**src/rtl/iccm_arb_pkg.sv**
```systemverilog
// Shared types and constants for the ICCM port arbiter: FSM state encoding,
// SRAM geometry and the SRAM idle (deselected) control levels.
package iccm_arb_pkg;

  localparam int ICCM_AW = 10;
  localparam int ICCM_DW = 32;

  typedef enum logic [1:0] {
    IDLE    = 2'd0,
    RD_PEND = 2'd1,
    RD_HOLD = 2'd2
  } arb_state_e;

  localparam logic SRAM_DESELECT_CSB = 1'b1;
  localparam logic SRAM_DESELECT_WEB = 1'b1;

endpackage

```
**src/rtl/iccm_port_arbiter_if.sv**
```systemverilog
// Requester A/B, SRAM macro and lock signals of the ICCM arbiter. The perf
// counter signals exist only when ICCM_ARB_PERF_EN is defined.
interface iccm_port_arbiter_if import iccm_arb_pkg::*; #(
  parameter int AW = ICCM_AW,
  parameter int DW = ICCM_DW
);
  // Handshakes: a requester holds req/addr/data stable until the grant it sees
  // combinationally in the same cycle; a B read response is offered with
  // b_rvalid_o and retires on the first cycle b_rready_i is also high.
  logic          lock_i;
  logic          a_req_i;
  logic          a_gnt_o;
  logic [AW-1:0] a_addr_i;
  logic [DW-1:0] a_wdata_i;
  logic [3:0]    a_wmask_i;
  logic          b_req_i;
  logic          b_gnt_o;
  logic          b_we_i;
  logic [AW-1:0] b_addr_i;
  logic [DW-1:0] b_wdata_i;
  logic [3:0]    b_wmask_i;
  logic          b_rvalid_o;
  logic [DW-1:0] b_rdata_o;
  logic          b_rready_i;
  logic          sram_csb_o;
  logic          sram_web_o;
  logic [3:0]    sram_wmask_o;
  logic [AW-1:0] sram_addr_o;
  logic [DW-1:0] sram_wdata_o;
  logic [DW-1:0] sram_rdata_i;
`ifdef ICCM_ARB_PERF_EN
  logic          perf_clr_i;
  logic [31:0]   perf_conflict_o;
`endif

  modport slave (
    input  lock_i, a_req_i, a_addr_i, a_wdata_i, a_wmask_i,
    input  b_req_i, b_we_i, b_addr_i, b_wdata_i, b_wmask_i, b_rready_i,
    input  sram_rdata_i,
`ifdef ICCM_ARB_PERF_EN
    input  perf_clr_i,
    output perf_conflict_o,
`endif
    output a_gnt_o, b_gnt_o, b_rvalid_o, b_rdata_o,
    output sram_csb_o, sram_web_o, sram_wmask_o, sram_addr_o, sram_wdata_o
  );

  modport master (
    output lock_i, a_req_i, a_addr_i, a_wdata_i, a_wmask_i,
    output b_req_i, b_we_i, b_addr_i, b_wdata_i, b_wmask_i, b_rready_i,
    output sram_rdata_i,
`ifdef ICCM_ARB_PERF_EN
    output perf_clr_i,
    input  perf_conflict_o,
`endif
    input  a_gnt_o, b_gnt_o, b_rvalid_o, b_rdata_o,
    input  sram_csb_o, sram_web_o, sram_wmask_o, sram_addr_o, sram_wdata_o
  );

endinterface

```
**src/rtl/iccm_arb_rsp_buf.sv**
```systemverilog
// B read response buffer: tracks rvalid and keeps a copy of the SRAM read data
// once B back-pressures, so later SRAM activity cannot disturb the response.
module iccm_arb_rsp_buf import iccm_arb_pkg::*; #(
  parameter int DW = ICCM_DW
) (
  input  logic          clk_i,
  input  logic          rst_i,
  input  logic          launch,
  input  logic          capture,
  input  logic          rsp_release,
  input  logic [DW-1:0] sram_rdata,
  output logic          rvalid,
  output logic [DW-1:0] rdata
);

  logic          rvalid_q;
  logic          sel_hold_q;
  logic [DW-1:0] hold_q;

  always_ff @(posedge clk_i) begin
    if (rst_i) begin
      rvalid_q   <= 1'b0;
      sel_hold_q <= 1'b0;
      hold_q     <= '0;
    end else begin
      if (launch)           rvalid_q <= 1'b1;
      else if (rsp_release) rvalid_q <= 1'b0;

      if (launch)           sel_hold_q <= 1'b0;
      else if (capture)     sel_hold_q <= 1'b1;
      else if (rsp_release) sel_hold_q <= 1'b0;

      if (capture) hold_q <= sram_rdata;
    end
  end

  // Read data is forced to zero whenever no response is being offered.
  assign rvalid = rvalid_q;
  assign rdata  = !rvalid_q ? '0 : (sel_hold_q ? hold_q : sram_rdata);

endmodule

```
**src/rtl/iccm_port_arbiter.sv**
```systemverilog
// Two-port arbiter for the single-port ICCM SRAM: A (loader) has fixed priority
// bounded by MAX_A_BURST, B (fetch) gets 1-cycle reads. Optional ICCM_ARB_PERF_EN.
module iccm_port_arbiter import iccm_arb_pkg::*; #(
  parameter int AW          = ICCM_AW,
  parameter int DW          = ICCM_DW,
  parameter int MAX_A_BURST = 8
) (
  input  logic               clk_i,
  input  logic               rst_i,
  iccm_port_arbiter_if.slave bus,
  output arb_state_e         dbg_state_o
);

  localparam int SW = $clog2(MAX_A_BURST + 1);
  localparam logic [SW-1:0] STARVE_MAX = SW'(MAX_A_BURST);

  arb_state_e    state;
  logic [SW-1:0] starve_cnt;
  logic          b_eligible;
  logic          b_cand;
  logic          b_win;
  logic          a_win;
  logic          rd_launch;
  logic          rsp_capture;
  logic          rsp_release;
  logic          rvalid;
  logic [DW-1:0] rdata;

  // B may only be granted when any outstanding response retires this cycle.
  always_comb begin
    b_eligible = !bus.lock_i && ((state == IDLE) || bus.b_rready_i);
    b_cand     = bus.b_req_i && b_eligible;
    b_win      = !rst_i && b_cand && (!bus.a_req_i || (starve_cnt == STARVE_MAX));
    a_win      = !rst_i && bus.a_req_i && !b_win;
  end

  assign rd_launch   = b_win && !bus.b_we_i;
  assign rsp_release = rvalid && bus.b_rready_i;
  assign rsp_capture = (state == RD_PEND) && !bus.b_rready_i;

  assign bus.a_gnt_o = a_win;
  assign bus.b_gnt_o = b_win;

  always_comb begin
    bus.sram_csb_o   = SRAM_DESELECT_CSB;
    bus.sram_web_o   = SRAM_DESELECT_WEB;
    bus.sram_addr_o  = {AW{1'b0}};
    bus.sram_wdata_o = {DW{1'b0}};
    bus.sram_wmask_o = 4'h0;
    if (a_win) begin
      bus.sram_csb_o   = 1'b0;
      bus.sram_web_o   = 1'b0;
      bus.sram_addr_o  = bus.a_addr_i;
      bus.sram_wdata_o = bus.a_wdata_i;
      bus.sram_wmask_o = bus.a_wmask_i;
    end else if (b_win) begin
      bus.sram_csb_o  = 1'b0;
      bus.sram_web_o  = !bus.b_we_i;
      bus.sram_addr_o = bus.b_addr_i;
      if (bus.b_we_i) begin
        bus.sram_wdata_o = bus.b_wdata_i;
        bus.sram_wmask_o = bus.b_wmask_i;
      end
    end
  end

  always_ff @(posedge clk_i) begin
    if (rst_i) begin
      state      <= IDLE;
      starve_cnt <= '0;
    end else begin
      case (state)
        IDLE:    if (rd_launch) state <= RD_PEND;
        RD_PEND: begin
          if (!bus.b_rready_i) state <= RD_HOLD;
          else if (!rd_launch) state <= IDLE;
        end
        RD_HOLD: if (bus.b_rready_i) state <= rd_launch ? RD_PEND : IDLE;
        default: state <= IDLE;
      endcase

      // Counts only A wins taken while B was waiting and could have gone.
      if (b_win || !b_cand) starve_cnt <= '0;
      else if (a_win && (starve_cnt != STARVE_MAX)) starve_cnt <= starve_cnt + 1'b1;
    end
  end

  iccm_arb_rsp_buf #(.DW(DW)) u_rsp_buf (
    .clk_i       (clk_i),
    .rst_i       (rst_i),
    .launch      (rd_launch),
    .capture     (rsp_capture),
    .rsp_release (rsp_release),
    .sram_rdata  (bus.sram_rdata_i),
    .rvalid      (rvalid),
    .rdata       (rdata)
  );

  assign bus.b_rvalid_o = rvalid;
  assign bus.b_rdata_o  = rdata;
  assign dbg_state_o    = state;

`ifdef ICCM_ARB_PERF_EN
  logic [31:0] perf_q;

  always_ff @(posedge clk_i) begin
    if (rst_i || bus.perf_clr_i) begin
      perf_q <= 32'h0;
    end else if (bus.a_req_i && bus.b_req_i && (a_win ^ b_win) && (perf_q != 32'hFFFF_FFFF)) begin
      perf_q <= perf_q + 32'h1;
    end
  end

  assign bus.perf_conflict_o = perf_q;
`endif

endmodule

```
**src/flat_wrapper.sv**
```systemverilog
// flat-port wrapper written by rule: the top's interface ports become plain ports
module iccm_port_arbiter_flat import iccm_arb_pkg::*;
#(
  parameter int AW          = ICCM_AW,
  parameter int DW          = ICCM_DW,
  parameter int MAX_A_BURST = 8
)
  (clk_i, rst_i, dbg_state_o, bus_lock_i, bus_a_req_i, bus_a_addr_i, bus_a_wdata_i, bus_a_wmask_i, bus_b_req_i, bus_b_we_i, bus_b_addr_i, bus_b_wdata_i, bus_b_wmask_i, bus_b_rready_i, bus_sram_rdata_i, bus_a_gnt_o, bus_b_gnt_o, bus_b_rvalid_o, bus_b_rdata_o, bus_sram_csb_o, bus_sram_web_o, bus_sram_wmask_o, bus_sram_addr_o, bus_sram_wdata_o);
  iccm_port_arbiter_if #(.AW(AW), .DW(DW)) bus_i ();
  input  logic clk_i;
  input  logic rst_i;
  output arb_state_e dbg_state_o;
  input wire logic [$bits(bus_i.lock_i)-1:0] bus_lock_i;
  input wire logic [$bits(bus_i.a_req_i)-1:0] bus_a_req_i;
  input wire logic [$bits(bus_i.a_addr_i)-1:0] bus_a_addr_i;
  input wire logic [$bits(bus_i.a_wdata_i)-1:0] bus_a_wdata_i;
  input wire logic [$bits(bus_i.a_wmask_i)-1:0] bus_a_wmask_i;
  input wire logic [$bits(bus_i.b_req_i)-1:0] bus_b_req_i;
  input wire logic [$bits(bus_i.b_we_i)-1:0] bus_b_we_i;
  input wire logic [$bits(bus_i.b_addr_i)-1:0] bus_b_addr_i;
  input wire logic [$bits(bus_i.b_wdata_i)-1:0] bus_b_wdata_i;
  input wire logic [$bits(bus_i.b_wmask_i)-1:0] bus_b_wmask_i;
  input wire logic [$bits(bus_i.b_rready_i)-1:0] bus_b_rready_i;
  input wire logic [$bits(bus_i.sram_rdata_i)-1:0] bus_sram_rdata_i;
  output wire logic [$bits(bus_i.a_gnt_o)-1:0] bus_a_gnt_o;
  output wire logic [$bits(bus_i.b_gnt_o)-1:0] bus_b_gnt_o;
  output wire logic [$bits(bus_i.b_rvalid_o)-1:0] bus_b_rvalid_o;
  output wire logic [$bits(bus_i.b_rdata_o)-1:0] bus_b_rdata_o;
  output wire logic [$bits(bus_i.sram_csb_o)-1:0] bus_sram_csb_o;
  output wire logic [$bits(bus_i.sram_web_o)-1:0] bus_sram_web_o;
  output wire logic [$bits(bus_i.sram_wmask_o)-1:0] bus_sram_wmask_o;
  output wire logic [$bits(bus_i.sram_addr_o)-1:0] bus_sram_addr_o;
  output wire logic [$bits(bus_i.sram_wdata_o)-1:0] bus_sram_wdata_o;
  assign bus_i.lock_i = bus_lock_i;
  assign bus_i.a_req_i = bus_a_req_i;
  assign bus_i.a_addr_i = bus_a_addr_i;
  assign bus_i.a_wdata_i = bus_a_wdata_i;
  assign bus_i.a_wmask_i = bus_a_wmask_i;
  assign bus_i.b_req_i = bus_b_req_i;
  assign bus_i.b_we_i = bus_b_we_i;
  assign bus_i.b_addr_i = bus_b_addr_i;
  assign bus_i.b_wdata_i = bus_b_wdata_i;
  assign bus_i.b_wmask_i = bus_b_wmask_i;
  assign bus_i.b_rready_i = bus_b_rready_i;
  assign bus_i.sram_rdata_i = bus_sram_rdata_i;
  assign bus_a_gnt_o = bus_i.a_gnt_o;
  assign bus_b_gnt_o = bus_i.b_gnt_o;
  assign bus_b_rvalid_o = bus_i.b_rvalid_o;
  assign bus_b_rdata_o = bus_i.b_rdata_o;
  assign bus_sram_csb_o = bus_i.sram_csb_o;
  assign bus_sram_web_o = bus_i.sram_web_o;
  assign bus_sram_wmask_o = bus_i.sram_wmask_o;
  assign bus_sram_addr_o = bus_i.sram_addr_o;
  assign bus_sram_wdata_o = bus_i.sram_wdata_o;
  iccm_port_arbiter #(.AW(AW), .DW(DW), .MAX_A_BURST(MAX_A_BURST)) u_core (.clk_i(clk_i), .rst_i(rst_i), .bus(bus_i), .dbg_state_o(dbg_state_o));
endmodule
```
**config.mk**
```make
export PLATFORM = sky130hd
export DESIGN_NAME = iccm_port_arbiter_flat
export DESIGN_NICKNAME = d
export VERILOG_FILES = /design/src/rtl/iccm_arb_pkg.sv /design/src/rtl/iccm_port_arbiter_if.sv /design/src/rtl/iccm_arb_rsp_buf.sv /design/src/rtl/iccm_port_arbiter.sv /design/src/flat_wrapper.sv
export SDC_FILE = /design/constraint.sdc
export NUM_CORES = 1
export LEC_CHECK = 0
export BUFFER_PORTS_ARGS = -buffer_cell sky130_fd_sc_hd__buf_2
export CAP_MARGIN = 20
export CORE_MARGIN = 2
export CORE_UTILIZATION = 37
export CTS_CLUSTER_SIZE = 16
export DETAILED_ROUTE_END_ITERATION = 8
export PLACE_DENSITY = 0.84
export SYNTH_ARGS = -nofsm -noshare
export SYNTH_HDL_FRONTEND = slang
export SYNTH_SLANG_ARGS = --single-unit
```
**constraint.sdc**
```tcl
create_clock -name clk_i -period 1.6 [get_ports clk_i]
set_input_delay 0 -clock clk_i [delete_from_list [all_inputs] [get_ports clk_i]]
set_output_delay 0 -clock clk_i [all_outputs]
set_load 0.1 [all_outputs]
```
* Word-level counts from Yosys, hierarchy flattened
Index checks and enable logic that the tools add are counted.
** Word-level totals
- Register bits after elaboration :: 40
- Input bits :: 131
- Output and inout bits :: 85
- Logic and storage cells :: 62
** Operators by class
- $add $sub $neg :: 1
- Equal/unequal tests :: 7
- Mux-type cells :: 23
- Reduce and logical (&&, ||, !) cells :: 26
** Operators with widths (number)
- 32-bit two-way mux :: 5
- 10-bit two-way mux :: 2
- 4-bit two-way mux :: 3
- 1-bit logical AND :: 10
- 1-bit two-way mux :: 8
- 2-bit two-way mux :: 4
- 1-bit zero test :: 7
- 2-bit one-hot mux with 3 select lines :: 1
- 4-bit by 1-bit adder with 4-bit output (second input constant) :: 1
- 4-bit == test (second input constant) :: 1
- 4-bit inequality test (second input constant) :: 1
- 2-bit nonzero test :: 2
- 2-bit OR reduction :: 2
- 1-bit logical OR :: 3
- 3-bit inequality test (second input constant) :: 1
- 3-bit AND reduction :: 1
- 2-bit by 1-bit == test with 1-bit output (second input constant) :: 1
- 2-bit == test (second input constant) :: 1
- 2-bit zero test :: 1
- 2-bit by 1-bit inequality test with 1-bit output (second input constant) :: 1
- 2-bit inequality test (second input constant) :: 1

* Depth between registers and ports, before layout
- Depth in word-level cells :: 10
- Mapped depth :: 7
- Gate-level depth less buffers :: 6

* Hierarchy
Synthesis repeated with hierarchy kept, for this count alone.
** Second synthesis, totals
- Cell total of the unflattened synthesis :: 379
- Area, all modules :: 3131.8 sq um
** By module, submodules not included
- iccm_arb_rsp_buf :: times used 1, cells an instance 183, area each 1838.0 sq um, sequential area each 680.7 sq um
- iccm_port_arbiter :: times used 1, cells an instance 196, area each 1293.7 sq um, sequential area each 120.1 sq um

* Least setup slack after synthesis
No wires, ideal clock.
- Path kind :: register to output
- Start point :: reg u_core.state[1], in the netlist u_core.dbg_state_o[1]
- End point :: out bus_sram_wdata_o[22]
- Arrival :: 3.359 ns
- Required time :: 1.600 ns
- Path slack :: -1.759 ns
- Stages on the path, launching flop included :: 5
- Buffers on the path :: 1
- Path through :: dfxtp_1 > o21bai_1 > o211ai_2 > buf_2 > mux2i_1
** Between the ends
- Longest elaborated chain between the ends :: 9
- Elaborated cells on any way between the ends :: 10
- Classes of those cells :: mux: 2; reduce/logical: 8
** Ends and longest elaborated chain
- start, declared :: line iccm_port_arbiter.sv:17 : arb_state_e state;
- start signal, assigned :: line iccm_port_arbiter.sv:78 : RD_HOLD: if (bus.b_rready_i) state <= rd_launch ? RD_PEND : IDLE;
- 2-bit zero test (*) :: line iccm_port_arbiter.sv:31 : b_eligible = !bus.lock_i && ((state == IDLE) || bus.b_rready_i);
- 1-bit logical OR (*) :: line iccm_port_arbiter.sv:31
- 1-bit logical AND (*) :: line iccm_port_arbiter.sv:31
- 1-bit logical AND (*) :: line iccm_port_arbiter.sv:32 : b_cand = bus.b_req_i && b_eligible;
- 1-bit logical AND (*) (2 in series) :: line iccm_port_arbiter.sv:33 : b_win = !rst_i && b_cand && (!bus.a_req_i || (starve_cnt == STARVE_MAX));
- 1-bit zero test :: line iccm_port_arbiter.sv:34 : a_win = !rst_i && bus.a_req_i && !b_win;
- 1-bit logical AND :: line iccm_port_arbiter.sv:34
- 32-bit two-way mux (*) :: line iccm_port_arbiter.sv:50 : if (a_win) begin
- end, declared :: line flat_wrapper.sv:33 : output wire logic [$bits(bus_i.sram_wdata_o)-1:0] bus_sram_wdata_o;
Every way passes the cells marked *; elsewhere a longest branch is shown, timed or not.

* Final worst setup path
- Start point :: reg u_core.starve_cnt[0]
- End point :: out bus_sram_wdata_o[8]
** Between the ends
- Longest elaborated chain between the ends :: 6
- Elaborated cells on any way between the ends :: 7
- Classes of those cells :: eq/ne: 1; mux: 2; reduce/logical: 4
** Ends and longest elaborated chain
- start, declared :: line iccm_port_arbiter.sv:18 : logic [SW-1:0] starve_cnt;
- start signal, assigned :: line iccm_port_arbiter.sv:84 : else if (a_win && (starve_cnt != STARVE_MAX)) starve_cnt <= starve_cnt + 1'b1;
- 4-bit == test (*) :: line iccm_port_arbiter.sv:33
- 1-bit logical OR (*) :: line iccm_port_arbiter.sv:33
- 1-bit logical AND (*) :: line iccm_port_arbiter.sv:33
- 1-bit zero test :: line iccm_port_arbiter.sv:34
- 1-bit logical AND :: line iccm_port_arbiter.sv:34
- 32-bit two-way mux (*) :: line iccm_port_arbiter.sv:50
Marked as above.

==> summary.md <==
| Metric | Value |
|---|---|
| Status | `finished, violations left` |
| Violated checks | `setup timing` |
| RR Startpoint | `u_core.starve_cnt[0]` |
| Final weighted congestion in routability-driven placement | `0.824` |
| Largest net degree at the start of global routing | `49` |
| Post-layout util | `90.3%` |
| Chip height | `92.2 µm` |
| Total CTS buffers | `5` |
| Reg2reg end | `u_core.u_rsp_buf.sel_hold_q` |
| Mapped Avg Cell Area | `7.00 µm²` |
| Maximum fanout along the worst path | `9` |
| Worst-margin pin slew | `0.744 ns` |
| Fmax | `480 MHz` |
| Pre-antenna DRT Iters | `5` |
| Synth top cells by count | `nand2_1, mux2i_1, dfxtp_1` |
| Setup Slack @ Placement | `-0.200 ns` |
| Antenna cells | `0` |
| Grt total ovfl | `0` |
| DRC | `0` |
| Layout area overhead | `139%` |
| DRT iter0 DRCs | `211` |
| RSZ-0062 raised after global routing | `yes` |
| MaxCap Viol Count | `0` |
| Hpwl dp | `10100 µm` |
| Sink Count | `40` |
| Vias per inst | `5.27` |
| Cell Int Power | `1.96 mW` |
| Final Hold Fails | `0` |
| Async set or reset register ratio after synthesis | `0%` |
| Fraction of layout cells with a size suffix above 1 | `a little over half` |
| Tcrit/Tclk final | `130%` |
| First-pass GRT wire length | `~23000 µm` |
| Mapped Area | `0.00288 mm²` |
| Clock Path Buffers | `2` |
| Slew margin rel. | `50.4%` |
| Number of enable flip-flop cells after synthesis | `0` |
| TritonCTS clock tree | `built` |
| Syn Nets | `about 540` |
| Kind of critical path | `flip-flop to primary output` |
| Chip width | `92.2 µm` |
| Final hold slack | `about 0.024 ns` |
| Std cell rows | `32` |
| Most common cell in the netlist | `nand2_1` |
| Worst setup SP type | `flip-flop` |
| Synthesized instance count | `411` |
| Cells after DPL | `723` |
| FF+latch count, synth | `40` |
| Initial Util | `37.8%` |
| Drt wl/cell | `18.5 µm` |
| Period minus WS final | `2.09 ns` |
| Number of global-route vias before repair | `between 4k and 5k` |
| Die Area | `roughly 0.0085 mm²` |
| Post-route ant nets | `0` |
| Worst hold path endpoint | `u_core.u_rsp_buf.hold_q[11]` |
| Fillcell total | `between 300 and 400` |
| HP Start | `bus_sram_rdata_i[11]` |
| Kind of end point of the critical path | `primary output` |
| Seq/Total Area, Yosys | `27.9%` |
| Port Buf Inserts | `215` |
| Final setup viols | `52` |
| Max VDD drop | `0.320 mV` |
| Top_reg_cell synth | `dfxtp_1` |
| Synth cell types | `29` |
| Clk_lat worst skew | `0.29 ns` |
| Total Wirelength | `14200 µm` |
| R2R depth | `8` |
| Critical path required time | `1.60 ns` |
| Skew final | `0.0104 ns` |
| Reg2reg setup slack | `-0.07 ns` |
| PnR worst setup slack | `-0.485 ns` |
| Logic pwr share | `50.1%` |
| Net Sw Frac | `41.1%` |
| P_sw | `1.37 mW` |
| PwrDens | `484 mW/mm²` |
| Hold Path Stages | `3` |
| Worst hold-check path type | `primary input to flip-flop` |
| Worst Path Arrival | `about 2.1 ns` |
| Final Slew Violations | `0` |
| Initial antenna violation count | `0` |
| Nets | `796` |
| Final Non-Filler Cells | `about 770` |
| Io pins | `216` |
| Area share of the leading cell type in the synthesized netlist | `28.2%` |
| Clock share of power | `19.9%` |
| CORE AREA | `0.00761 mm²` |
| TNS Setup | `-21.39 ns` |
| DR vias | `4037` |
| Reg clk slew, reported paths | `0.08 ns` |
| Warnings from Yosys | `0` |
| H-tree levels | `2` |
| Synth area leader | `mux2i_1` |
| Clk root buf | `clkbuf_8` |
| Overall global routing resource usage | `34.1%` |
| Leakage | `2.73 nW` |
| Main area contributors after synthesis | `mux2i_1, dfxtp_1, nand2_1` |
| Sequential power share | `30.0%` |
## critical path, cell delays in order (launching register included)
cell	delay, ns
dfxtp_2	0.34
inv_2	0.04
ha_4	0.15
and3b_1	0.19
o211ai_4	0.21
buf_12	0.19
buf_12	0.19
mux2i_4	0.28
buf_12	0.20
## repair_timing
action	4_1_cts	5_1_grt
gates resized for setup	2	6
buffers inserted	0	1
hold buffers	33	0
pin swaps	1	0
hold endpoints to repair	34	0
gates cloned	1	0
setup endpoints to repair	52	55
## how the worst max path moves through the flow
| stage | start | to | slack (ns) | depth (start not counted) |
|---|---|---|---|---|
| final | u_core.starve_cnt[0] | bus_sram_wdata_o[8] | -0.49 | 8 |
| after global routing | u_core.starve_cnt[1] | bus_sram_wdata_o[28] | -0.54 | 8 |
| after CTS | u_core.starve_cnt[0] | bus_sram_wdata_o[8] | -0.49 | 8 |
| after detailed placement | u_core.starve_cnt[1] | bus_sram_wdata_o[6] | -0.20 | 8 |
| after global placement | u_core.starve_cnt[1] | bus_sram_wdata_o[12] | -0.15 | 8 |
| after floorplan | u_core.starve_cnt[0] | bus_sram_addr_o[1] | -0.44 | 6 |
## metrics by stage
stage / total power, mW / area [µm²]
after floorplan: 1.99 / 3820
after global placement: 2.56 / 6370
after detailed placement: 2.59 / 6370
after CTS: 3.32 / 6820
after global routing: 3.42 / 6870
final: 3.33 / 6870
## area by class of cell
cell class | count | area (µm²) | area share, %
flip-flops and latches | 40 | 816 | 11.9
repair buffers | 277 | 3020 | 44.0
clock inverters | 3 | 18.8 | 0.273
inverters | 16 | 67.6 | 0.984
well taps | 102 | 128 | 1.86
multi-input cells | 323 | 2750 | 40.0
clock buffers | 5 | 68.8 | 1.00
## state kept, by name (all words and copies together), names as in the netlist
name,count
u_core.starve_cnt,4
u_core.u_rsp_buf.hold_q,32
u_core.u_rsp_buf.rvalid,1
u_core.dbg_state_o,2
u_core.u_rsp_buf.sel_hold_q,1
## metal layers
layer  wire length (µm)  vias up  track usage, %
met3                974       79            7.97
met2               7620      226            65.4
met5                  0        -               0
met4               1030        0            21.9
li1                   -     1855               -
met1               4540     1877            31.8
## power groups by stage
stage / sequential, mW / clock, mW / combinational [mW]
floorplan: 1.03 / 0 / 0.964
global placement: 1.02 / 0 / 1.54
detailed placement: 1.02 / 0 / 1.57
CTS: 0.998 / 0.671 / 1.65
global route: 0.999 / 0.706 / 1.72
finish: 0.999 / 0.662 / 1.67
## cell usage in the layout (no fill, tap or decap), drive strengths merged, types with 2 or more instances in the layout
| cell | instances |
|---|---|
| nor2 | 37 |
| mux2i | 81 |
| a21oi | 35 |
| nor2b | 2 |
| nor3b | 2 |
| nand3 | 2 |
| dlygate4sd3 | 33 |
| clkbuf | 5 |
| clkinv | 3 |
| nand2 | 148 |
| buf | 244 |
| ha | 2 |
| dfxtp | 40 |
| inv | 16 |
## logic make-up (layout without fill, tap and decap cells)
group                      Yosys count  count (layout)  synth area share, %
and+or+nand+nor                    196             196                 27.0
xor gates and xnor gates             2               2                0.609
AOI/OAI and AO/OA                   42              42                 8.18
buffers and inverters               48             301                 7.27
DFF                                 40              40                 27.9
adders and majority gates            2               2                0.870
muxes                               81              81                 28.2
Note: power is estimated with default switching activity, not from simulation.
